**src/rtl/sample_packer.sv**
```systemverilog
// sample_packer: quantizes NCH complex 8-bit I/Q channels to 1/2/4/8 bits per
// component and packs the enabled channels into OUT_W-bit words, MSB = oldest.
// Ports:
//   clk, reset        sample clock, async active-high reset
//   cfg_load          strobe latching cfg_mode/cfg_mask/cfg_thresh, clears accumulator
//   cfg_mode          bits per component: 0=1b 1=2b 2=4b 3=8b
//   cfg_mask          channel enables
//   cfg_thresh        magnitude threshold for 2-bit mode
//   in_valid/in_data  one sample of all channels, ch k at [16k+15:16k], I high byte
//   out_data/out_valid/out_ready  packed word handshake
//   overflow_count    saturating count of words dropped under backpressure

// Per-channel quantizer: returns the channel's 2*b bits left-aligned in 16 bits.
module sample_packer_lane (
  input  logic [1:0]  mode,
  input  logic [7:0]  thresh,
  input  logic [15:0] iq,
  output logic [15:0] bits
);
  function automatic logic [7:0] quant(input logic [7:0] x, input logic [1:0] m,
                                       input logic [7:0] th);
    logic [7:0] mag;
    // -128 has no positive counterpart; saturate to 127
    mag = x[7] ? ((x == 8'h80) ? 8'd127 : (~x + 8'd1)) : x;
    case (m)
      2'd0:    quant = {x[7], 7'b0};
      2'd1:    quant = {x[7], (mag >= th), 6'b0};
      2'd2:    quant = {x[7:4], 4'b0};
      default: quant = x;
    endcase
  endfunction

  logic [7:0] qi, qq;
  logic [3:0] bw;

  always_comb begin
    bw   = 4'd1 << mode;
    qi   = quant(iq[15:8], mode, thresh);
    qq   = quant(iq[7:0], mode, thresh);
    bits = {qi, 8'b0} | ({qq, 8'b0} >> bw);
  end
endmodule

module sample_packer #(
  parameter int NCH   = 4,
  parameter int OUT_W = 64,
  parameter int CNT_W = 16
) (
  input  logic               clk,
  input  logic               reset,
  input  logic               cfg_load,
  input  logic [1:0]         cfg_mode,
  input  logic [NCH-1:0]     cfg_mask,
  input  logic [7:0]         cfg_thresh,
  input  logic               in_valid,
  input  logic [16*NCH-1:0]  in_data,
  output logic [OUT_W-1:0]   out_data,
  output logic               out_valid,
  input  logic               out_ready,
  output logic [CNT_W-1:0]   overflow_count
);
  localparam int IN_W  = 16*NCH;
  localparam int ACC_W = OUT_W + IN_W;
  localparam int NW    = $clog2(IN_W + 1);
  localparam int FW    = $clog2(ACC_W + 1);

  typedef struct packed {
    logic [1:0]     mode;
    logic [NCH-1:0] mask;
    logic [7:0]     thresh;
  } cfg_t;

  cfg_t                     cfg_q;
  logic [NCH-1:0][15:0]     lane_bits;
  logic [IN_W-1:0]          new_bits;
  logic [NW-1:0]            new_cnt;
  logic [ACC_W-1:0]         acc_q, merged;
  logic [FW-1:0]            fill_q, total;
  logic                     word_done, word_ok, load_ok;

  for (genvar k = 0; k < NCH; k++) begin : g_lane
    sample_packer_lane u_lane (
      .mode  (cfg_q.mode),
      .thresh(cfg_q.thresh),
      .iq    (in_data[16*k +: 16]),
      .bits  (lane_bits[k])
    );
  end

  // Compact enabled channels, ascending, into a left-aligned bit run.
  always_comb begin
    logic [IN_W-1:0] lane_ext;
    logic [3:0]      bw;
    new_bits = '0;
    new_cnt  = '0;
    lane_ext = '0;
    bw       = 4'd1 << cfg_q.mode;
    for (int k = 0; k < NCH; k++) begin
      if (cfg_q.mask[k]) begin
        lane_ext = IN_W'(lane_bits[k]) << (IN_W - 16);
        new_bits = new_bits | (lane_ext >> new_cnt);
        new_cnt  = new_cnt + NW'({bw, 1'b0});
      end
    end
  end

  // Append behind the current fill; bits below the fill are always zero.
  always_comb begin
    merged    = acc_q | ((ACC_W'(new_bits) << OUT_W) >> fill_q);
    total     = fill_q + FW'(new_cnt);
    word_done = (total >= FW'(OUT_W));
    word_ok   = in_valid && !cfg_load && word_done;
    load_ok   = !out_valid || out_ready;
  end

  always_ff @(posedge clk or posedge reset) begin
    if (reset) begin
      cfg_q  <= '{mode: 2'd1, mask: '1, thresh: 8'd32};
      acc_q  <= '0;
      fill_q <= '0;
    end else if (cfg_load) begin
      cfg_q  <= '{mode: cfg_mode, mask: cfg_mask, thresh: cfg_thresh};
      acc_q  <= '0;
      fill_q <= '0;
    end else if (in_valid) begin
      if (word_done) begin
        acc_q  <= merged << OUT_W;
        fill_q <= total - FW'(OUT_W);
      end else begin
        acc_q  <= merged;
        fill_q <= total;
      end
    end
  end

  always_ff @(posedge clk or posedge reset) begin
    if (reset) begin
      out_data       <= '0;
      out_valid      <= 1'b0;
      overflow_count <= '0;
    end else if (word_ok && load_ok) begin
      out_data  <= merged[ACC_W-1 -: OUT_W];
      out_valid <= 1'b1;
    end else begin
      if (word_ok && (overflow_count != '1))
        overflow_count <= overflow_count + 1'b1;
      if (out_valid && out_ready)
        out_valid <= 1'b0;
    end
  end
endmodule

```
**config.mk**
```make
export PLATFORM = sky130hd
export DESIGN_NAME = sample_packer
export DESIGN_NICKNAME = d
export VERILOG_FILES = /design/src/rtl/sample_packer.sv
export SDC_FILE = /design/constraint.sdc
export NUM_CORES = 1
export LEC_CHECK = 0
export ABC_AREA = 0
export CORE_ASPECT_RATIO = 0.9
export CORE_UTILIZATION = 25
export CTS_CLUSTER_DIAMETER = 120
export DETAILED_ROUTE_END_ITERATION = 12
export SLEW_MARGIN = 5
export SYNTH_ARGS = -nofsm -noshare
export SYNTH_HDL_FRONTEND = slang
export SYNTH_SLANG_ARGS = --single-unit
```
**constraint.sdc**
```tcl
create_clock -name clk -period 11.5 [get_ports clk]
set_input_delay 2.875 -clock clk [delete_from_list [all_inputs] [get_ports clk]]
set_output_delay 2.875 -clock clk [all_outputs]
set_load 0.05 [all_outputs]
```
==> run_results.csv, run 1 <==
group,metric,value,unit
die,die_y,294,um
clock_network,clkSlewWorstSetupHoldPaths,70,ps
critical_path,crit_required,11950,ps
clock_network,cts_num_sinks,230,
route,first_pass_iters,6,
placement,dp_cells,4329,
clock_network,cts_tree,"yes",
sta,rsz0062_at_grt,"false",
die,boundaryPins,164,
yosys,ys_seq_area_frac,0.244,
global_route,grt_util_all_layers,0.245,
sta,fin_tns_setup,0,ps
critical_path,cpMostUsedCell,"inv_1",
yosys,synth.area.top_cells,"dfrtp_1, nand2_1, o21ai_0, a21oi_1, ha_1",
layout,area_growth,16.2,%
yosys,avgSynthCellArea,7.67,um^2
yosys,synth_top_area_cell,"dfrtp_1",
yosys,synth_top_cell_area_share,0.237,
run,maxCapViolCount,0,
power_and_ir_drop,p_per_area,198,nW/um^2
power_and_ir_drop,sw_frac_of_total,0.536,
sta,timing.final.crit_period,9720,ps
layout,instances_no_fill,4380,
global_route,grt_pass1_wl,178,mm
power_and_ir_drop,power_leakage,10.7,nW
die,die_x,326,um
clock_network,cts_setup_buffers,0,
power_and_ir_drop,clockPowerShare,0.180,
clock_network,clk_latency,590,ps
sta,skew,25.1,ps
layout,drive_gt1_frac,0.0902,
yosys,syn_inst,3080,
yosys,synthFlopType,"dfrtp_1",
sta,timing.fmax,103,MHz
power_and_ir_drop,switchingPower,2.91,mW
power_and_ir_drop,ir_worst_vdd,106,uV
critical_path,critPathTopFamily,"simple AND/OR/NAND/NOR gates",
route,wl_per_cell,28.0,um
critical_path,worstPathBufferInverterCount,6,
critical_path,slowest_stage,"dfstp_2",
die,dieArea,95800,um^2
route,vias_per_cell,6.23,
sta,slew-limit-headroom,0.139,
sta,hold_viol_final,0,
clock_network,htreeDepth,1,
critical_path,path_max_fanout,41,
yosys,synth-edff-count,0,
yosys,synth_cell_type_count,111,
outcome,status,"finished clean",
critical_path,start_kind,"register",
placement,hpwl,91.3,mm
clock_network,cts_buffers,28,
yosys,yosysWarnings,0,
die,initial_core_util,0.253,
layout,final_util,0.294,
sta,setup_viol,0,
yosys,async_flop_share,1.00,
power_and_ir_drop,pwr-share-comb,0.606,
sta,period_share,0.845,
global_route,grt_pass1_vias,25386,
clock_network,ctsResizeCount,0,
route,drtIter0Drc,4359,
power_and_ir_drop,internal_power,2.52,mW
die,core_area,93200,um^2
global_route,grt-ovfl-total,0,
critical_path,critPathMaxStageDelay,1000,ps
global_route,antenna_found_initial,1,
route,ant_nets,0,
sta,tightest_slew,1280,ps
sta,drv_slew,0,
clock_network,clockRootBuffer,"clkbuf_16",
placement,place_congestion,1.03,
min_path,hold_class,"reg2reg",
route,totalWireLength,123,mm
die,num_rows,106,
critical_path,worstPathArrival,10170,ps
route,vias,27307,
clock_network,clk_path_buf_depth,3,
yosys,synth-seq-cells,230,
route,drc,0,
global_route,grt_max_degree,121,
yosys,syn_nets,3255,
yosys,syn_area,23600,um^2
layout,nets,3292,
critical_path,cp-end-kind,"register",
placement,io_buffers,163,
power_and_ir_drop,p_seq_frac,0.214,
critical_path,crit_type,"reg2reg",
clock_network,hold_buffers,0,
-- cell type report --
cell class	instances	area, um^2
Inverter	78	300
Clock buffer	33	781
Sequential cell	230	5770
Fill cell	10003	65800
Clock inverter	17	206
Multi-Input combinational cell	2547	16700
Tap cell	1242	1550
Timing Repair Buffer	232	2140
Antenna cell	1	2.50
-- kinds of logic (layout without fill, tap and decap cells) --
group	after synthesis	after routing	synth area share
AOI/OAI and AO/OA	1186	1186	0.350
and+or+nand+nor	1077	1077	0.210
buffers and inverters	303	360	0.0520
DFF	230	230	0.244
muxes	136	136	0.0742
adders and majority gates	92	92	0.0497
xor gates and xnor gates	56	56	0.0211
other	0	1	0
-- cell usage after synthesis (19+ instances only) --
cell type    n
a211o_1     21
a211oi_1    55
a21o_1      31
a21oi_1    228
a221o_1     22
a221oi_1    25
a22o_1      25
a22oi_1     45
a31oi_1     45
and2_1      26
and3_1      31
buf_1       22
buf_2       25
clkbuf_1   165
dfrtp_1    224
ha_1        89
inv_1       69
mux2_2      34
mux2i_1     74
mux4_2      28
nand2_1    406
nand2b_1    27
nand3_1     85
nor2_1     283
nor2b_1     27
nor3_1      84
o211ai_1    58
o21a_1      43
o21ai_0    238
o21ai_1     21
o221ai_1    37
o22ai_1     32
o31ai_1     44
or3_1       19
xnor2_1     28
xor2_1      27
-- metal layers --
metal  vias to the layer above  track usage  wire [um]
li1                      11788            -          -
met1                     13265        0.333      49900
met2                      1898        0.376      52600
met3                       354       0.0480      13800
met4                         2        0.106       6260
met5                         -            0         13
-- power by group through the flow --
stage	Combinational, mW	Clock [mW]	Sequential, mW
3_3_place_gp	3.16	0	1.17
6_report	3.29	0.979	1.16
5_1_grt	3.41	1.02	1.19
2_1_floorplan	1.68	0	1.42
4_1_cts	3.17	0.990	1.16
3_5_place_dp	3.16	0	1.17
-- tightest hold or removal path: stages, from the launching register on --
cell,delay [ps]
dfrtp_1,340
nand2_1,50
nand2_1,50
-- registers in the layout, indices dropped and copies added, names as in the netlist --
register / count
out_valid: 1
cfg_q: 14
out_data: 64
fill_q: 7
acc_q: 128
overflow_count: 16
-- cell usage in the layout (no fill, tap or decap), types with 32 or more instances in the layout --
cell type / n
nor3_1: 84
o21ai_0: 238
o21a_1: 43
mux2i_1: 74
o22ai_1: 32
a22oi_1: 45
nor2_1: 276
clkdlybuf4s50_1: 162
nand2_1: 405
o221ai_1: 37
o31ai_1: 43
ha_1: 89
a31oi_1: 45
dfrtp_1: 217
nand3_1: 85
a211oi_1: 55
mux2_2: 34
inv_1: 65
a21oi_1: 227
o211ai_1: 58
buf_4: 69
-- worst paths after layout --
path | startpoint | cells after the start | to | slack, ps
worst max-delay path | cfg_q[8] | 29 | acc_q[90] | 1780
worst min-delay path | out_data[33] | 2 | out_data[33] | 470
worst max register to register | cfg_q[8] | 29 | acc_q[90] | 1780
worst min register to register | out_data[33] | 2 | out_data[33] | 470
max in group asynchronous | reset | 3 | cfg_q[13] | 7090
min in group asynchronous | reset | 2 | out_data[47] | 2850
-- through the flow --
stage	setup slack, ps	power [mW]	instance area [um^2]	hold slack [ps]
floorplan	2330	3.10	23600	437
global placement	1950	4.33	26500	457
detailed placement	1980	4.34	26500	462
CTS	1960	5.32	27500	473
global route	1280	5.61	27500	501
finish	1780	5.44	27500	474
Power figures use the tool's default switching activity.
==> run 2: changes to the inputs <==
==> constraint.sdc (replaced) <==
create_clock -name clk -period 8.71 [get_ports clk]
set_input_delay 2.1775 -clock clk [delete_from_list [all_inputs] [get_ports clk]]
set_output_delay 2.1775 -clock clk [all_outputs]
set_load 0.05 [all_outputs]
==> run 2 against run 1 <==
  * Sequential cell count unchanged
  * Clock power grew 33%
  * Highest routed layer unchanged
  * Register-to-register slack worse by 980 ps
  * Critical path depth is 1 higher
  * First-iteration DRC count down 12%
  * Cell count grew 1.0%
  * Worst hold slack got worse by 4.8 ps
  * Via count up 0.39%
  * Clock skew grew 16 ps
  * Sequential share of layout area is 0.29 points lower
  * Core utilization rose by 0.42 points
==> run_results.csv, run 2 (synthesis results as in run 1) <==
group,metric,value,unit
power_and_ir_drop,total_power,7.30,mW
clock_network,hold_buffers,0,
die,num_rows,106,
clock_network,cts_setup_buffers,0,
sta,setup_viol,0,
die,core_area,93200,um^2
route,totalWireLength,124,mm
layout,largest_register_ffs,128,
placement,place_congestion,1.06,
critical_path,slowest_stage,"dfstp_2",
route,drc,0,
sta,finalWorstSetupSlack,806,ps
layout,final_cell_mix,"nand2_1, nor2_1, o21ai_0",
sta,period_share,0.907,
sta,drv_slew,0,
global_route,grt-ovfl-total,0,
layout,fill_cells,9995,
layout,nets,3334,
layout,seq_area,5770,um^2
sta,fin_tns_setup,0,ps
route,vias,27414,
die,dieArea,95800,um^2
power_and_ir_drop,power_leakage,10.9,nW
min_path,worstHoldPathCells,2,
critical_path,critPathTopFamily,"adder cells",
sta,hold_viol_final,0,
layout,top_register,"acc_q",
critical_path,path_depth,30,
critical_path,worst-r2r-cell-count,30,
sta,tightest_slew,1320,ps
clock_network,clockRootBuffer,"clkbuf_16",
critical_path,crit_required,9170,ps
route,first_pass_iters,6,
critical_path,critPathMaxStageDelay,760,ps
die,die_x,326,um
clock_network,clk_latency,610,ps
layout,drive_gt1_frac,0.102,
run,maxCapViolCount,0,
global_route,grt_max_degree,161,
min_path,worstHoldStart,"out_data[53]",
placement,hpwl,93.5,mm
critical_path,path_max_fanout,20,
critical_path,crit_type,"reg2reg",
clock_network,cts_buffers,29,
power_and_ir_drop,ir_worst_vdd,140,uV
route,ant_nets,0,
route,wl_per_cell,28.0,um
global_route,antenna_found_initial,5,
placement,io_buffers,163,
global_route,grt_pass1_wl,181,mm
layout,multiInputGateArea,16700,um^2
critical_path,worstPathBufferInverterCount,5,
critical_path,rr_endpoint,"overflow_count[9]",
critical_path,r2r_start,"cfg_q[8]",
layout,area_growth,17.8,%
clock_network,clk_path_buf_depth,3,
critical_path,worstPathArrival,8360,ps
layout,layout_commonest_cell,"nand2_1",
critical_path,cp-end-kind,"register",
route,drtIter0Drc,3846,
clock_network,cts_tree,"yes",
sta,rsz0062_at_grt,"false",
clock_network,ctsResizeCount,0,
global_route,grt_util_all_layers,0.250,
sta,timing.fmax,127,MHz
power_and_ir_drop,p_per_area,262,nW/um^2
clock_network,htreeDepth,1,
clock_network,cts_num_sinks,230,
clock_network,clkSlewWorstSetupHoldPaths,60,ps
die,die_y,294,um
min_path,hold_class,"reg2reg",
sta,skew,41.2,ps
critical_path,r2r_setup_slack,810,ps
global_route,grt_pass1_vias,25686,
min_path,holdPathEnd,"out_data[53]",
sta,timing.final.crit_period,7900,ps
critical_path,start_kind,"register",
placement,pre_cts_slack,732,ps
outcome,status,"finished clean",
critical_path,cpMostUsedCell,"nand2_1",
layout,reg.largest.list,"acc_q x128, out_data x64, overflow_count x16",
route,vias_per_cell,6.20,
die,initial_core_util,0.253,
sta,slew-limit-headroom,0.109,
die,boundaryPins,164,
==> run 2: changes by cell type in the layout (fill, tap and decap cells not counted), sizes merged <==
cell	before	now
buf	70	111
clkbuf	33	32
clkinvlp	1	4
inv	79	80
==> run 2: final cells by class <==
cell class / count / share of cell area
multi-input combinational: 2547 / 0.600
sequential: 230 / 0.207
timing repair buffer: 273 / 0.0903
tap: 1242 / 0.0558
clock buffer: 32 / 0.0268
inverter: 78 / 0.0108
clock inverter: 21 / 0.00912
antenna: 1 / 0.0000899
==> run 2: power by group <==
group | total, mW | internal [mW] | switching, mW
Combinational | 4.46 | 1.31 | 3.15
Sequential | 1.53 | 1.32 | 0.208
Clock | 1.30 | 0.746 | 0.553
Total | 7.30 | 3.38 | 3.91
==> run 2: routing by layer <==
metal,global-route usage,share of wire
met5,0,0.00042
met4,0.0925,0.042
met3,0.0582,0.11
met2,0.384,0.43
met1,0.340,0.41
==> run 2: worst max-delay path by stage <==
stage,startpoint,endpoint,slack (ps)
after floorplan,reset,acc_q[0],240
after global placement,in_data[63],acc_q[94],670
after detailed placement,in_data[49],acc_q[110],730
after CTS,cfg_q[8],overflow_count[9],770
after global routing,cfg_q[8],overflow_count[9],200
final,cfg_q[8],overflow_count[9],810
==> run 2: worst reg2reg max path, delay by kind of cell (launching register included) <==
kind	cells	cell delay (ps)
buffers and inverters	5	600
DFF	1	760
xor gates and xnor gates	3	580
adders and majority gates	5	2060
and+or+nand+nor	9	1930
AOI/OAI and AO/OA	8	1810
==> run 2: per-stage QoR <==
step / cell area [um^2] / instances / hold WS [ps] / util
global route: 27800 / 4423 / 505 / 0.299
CTS: 27800 / 4423 / 472 / 0.299
floorplan: 23600 / 3080 / 437 / -
global placement: 26800 / 4370 / 457 / 0.288
finish: 27800 / 4424 / 469 / 0.299
detailed placement: 26800 / 4370 / 461 / 0.288
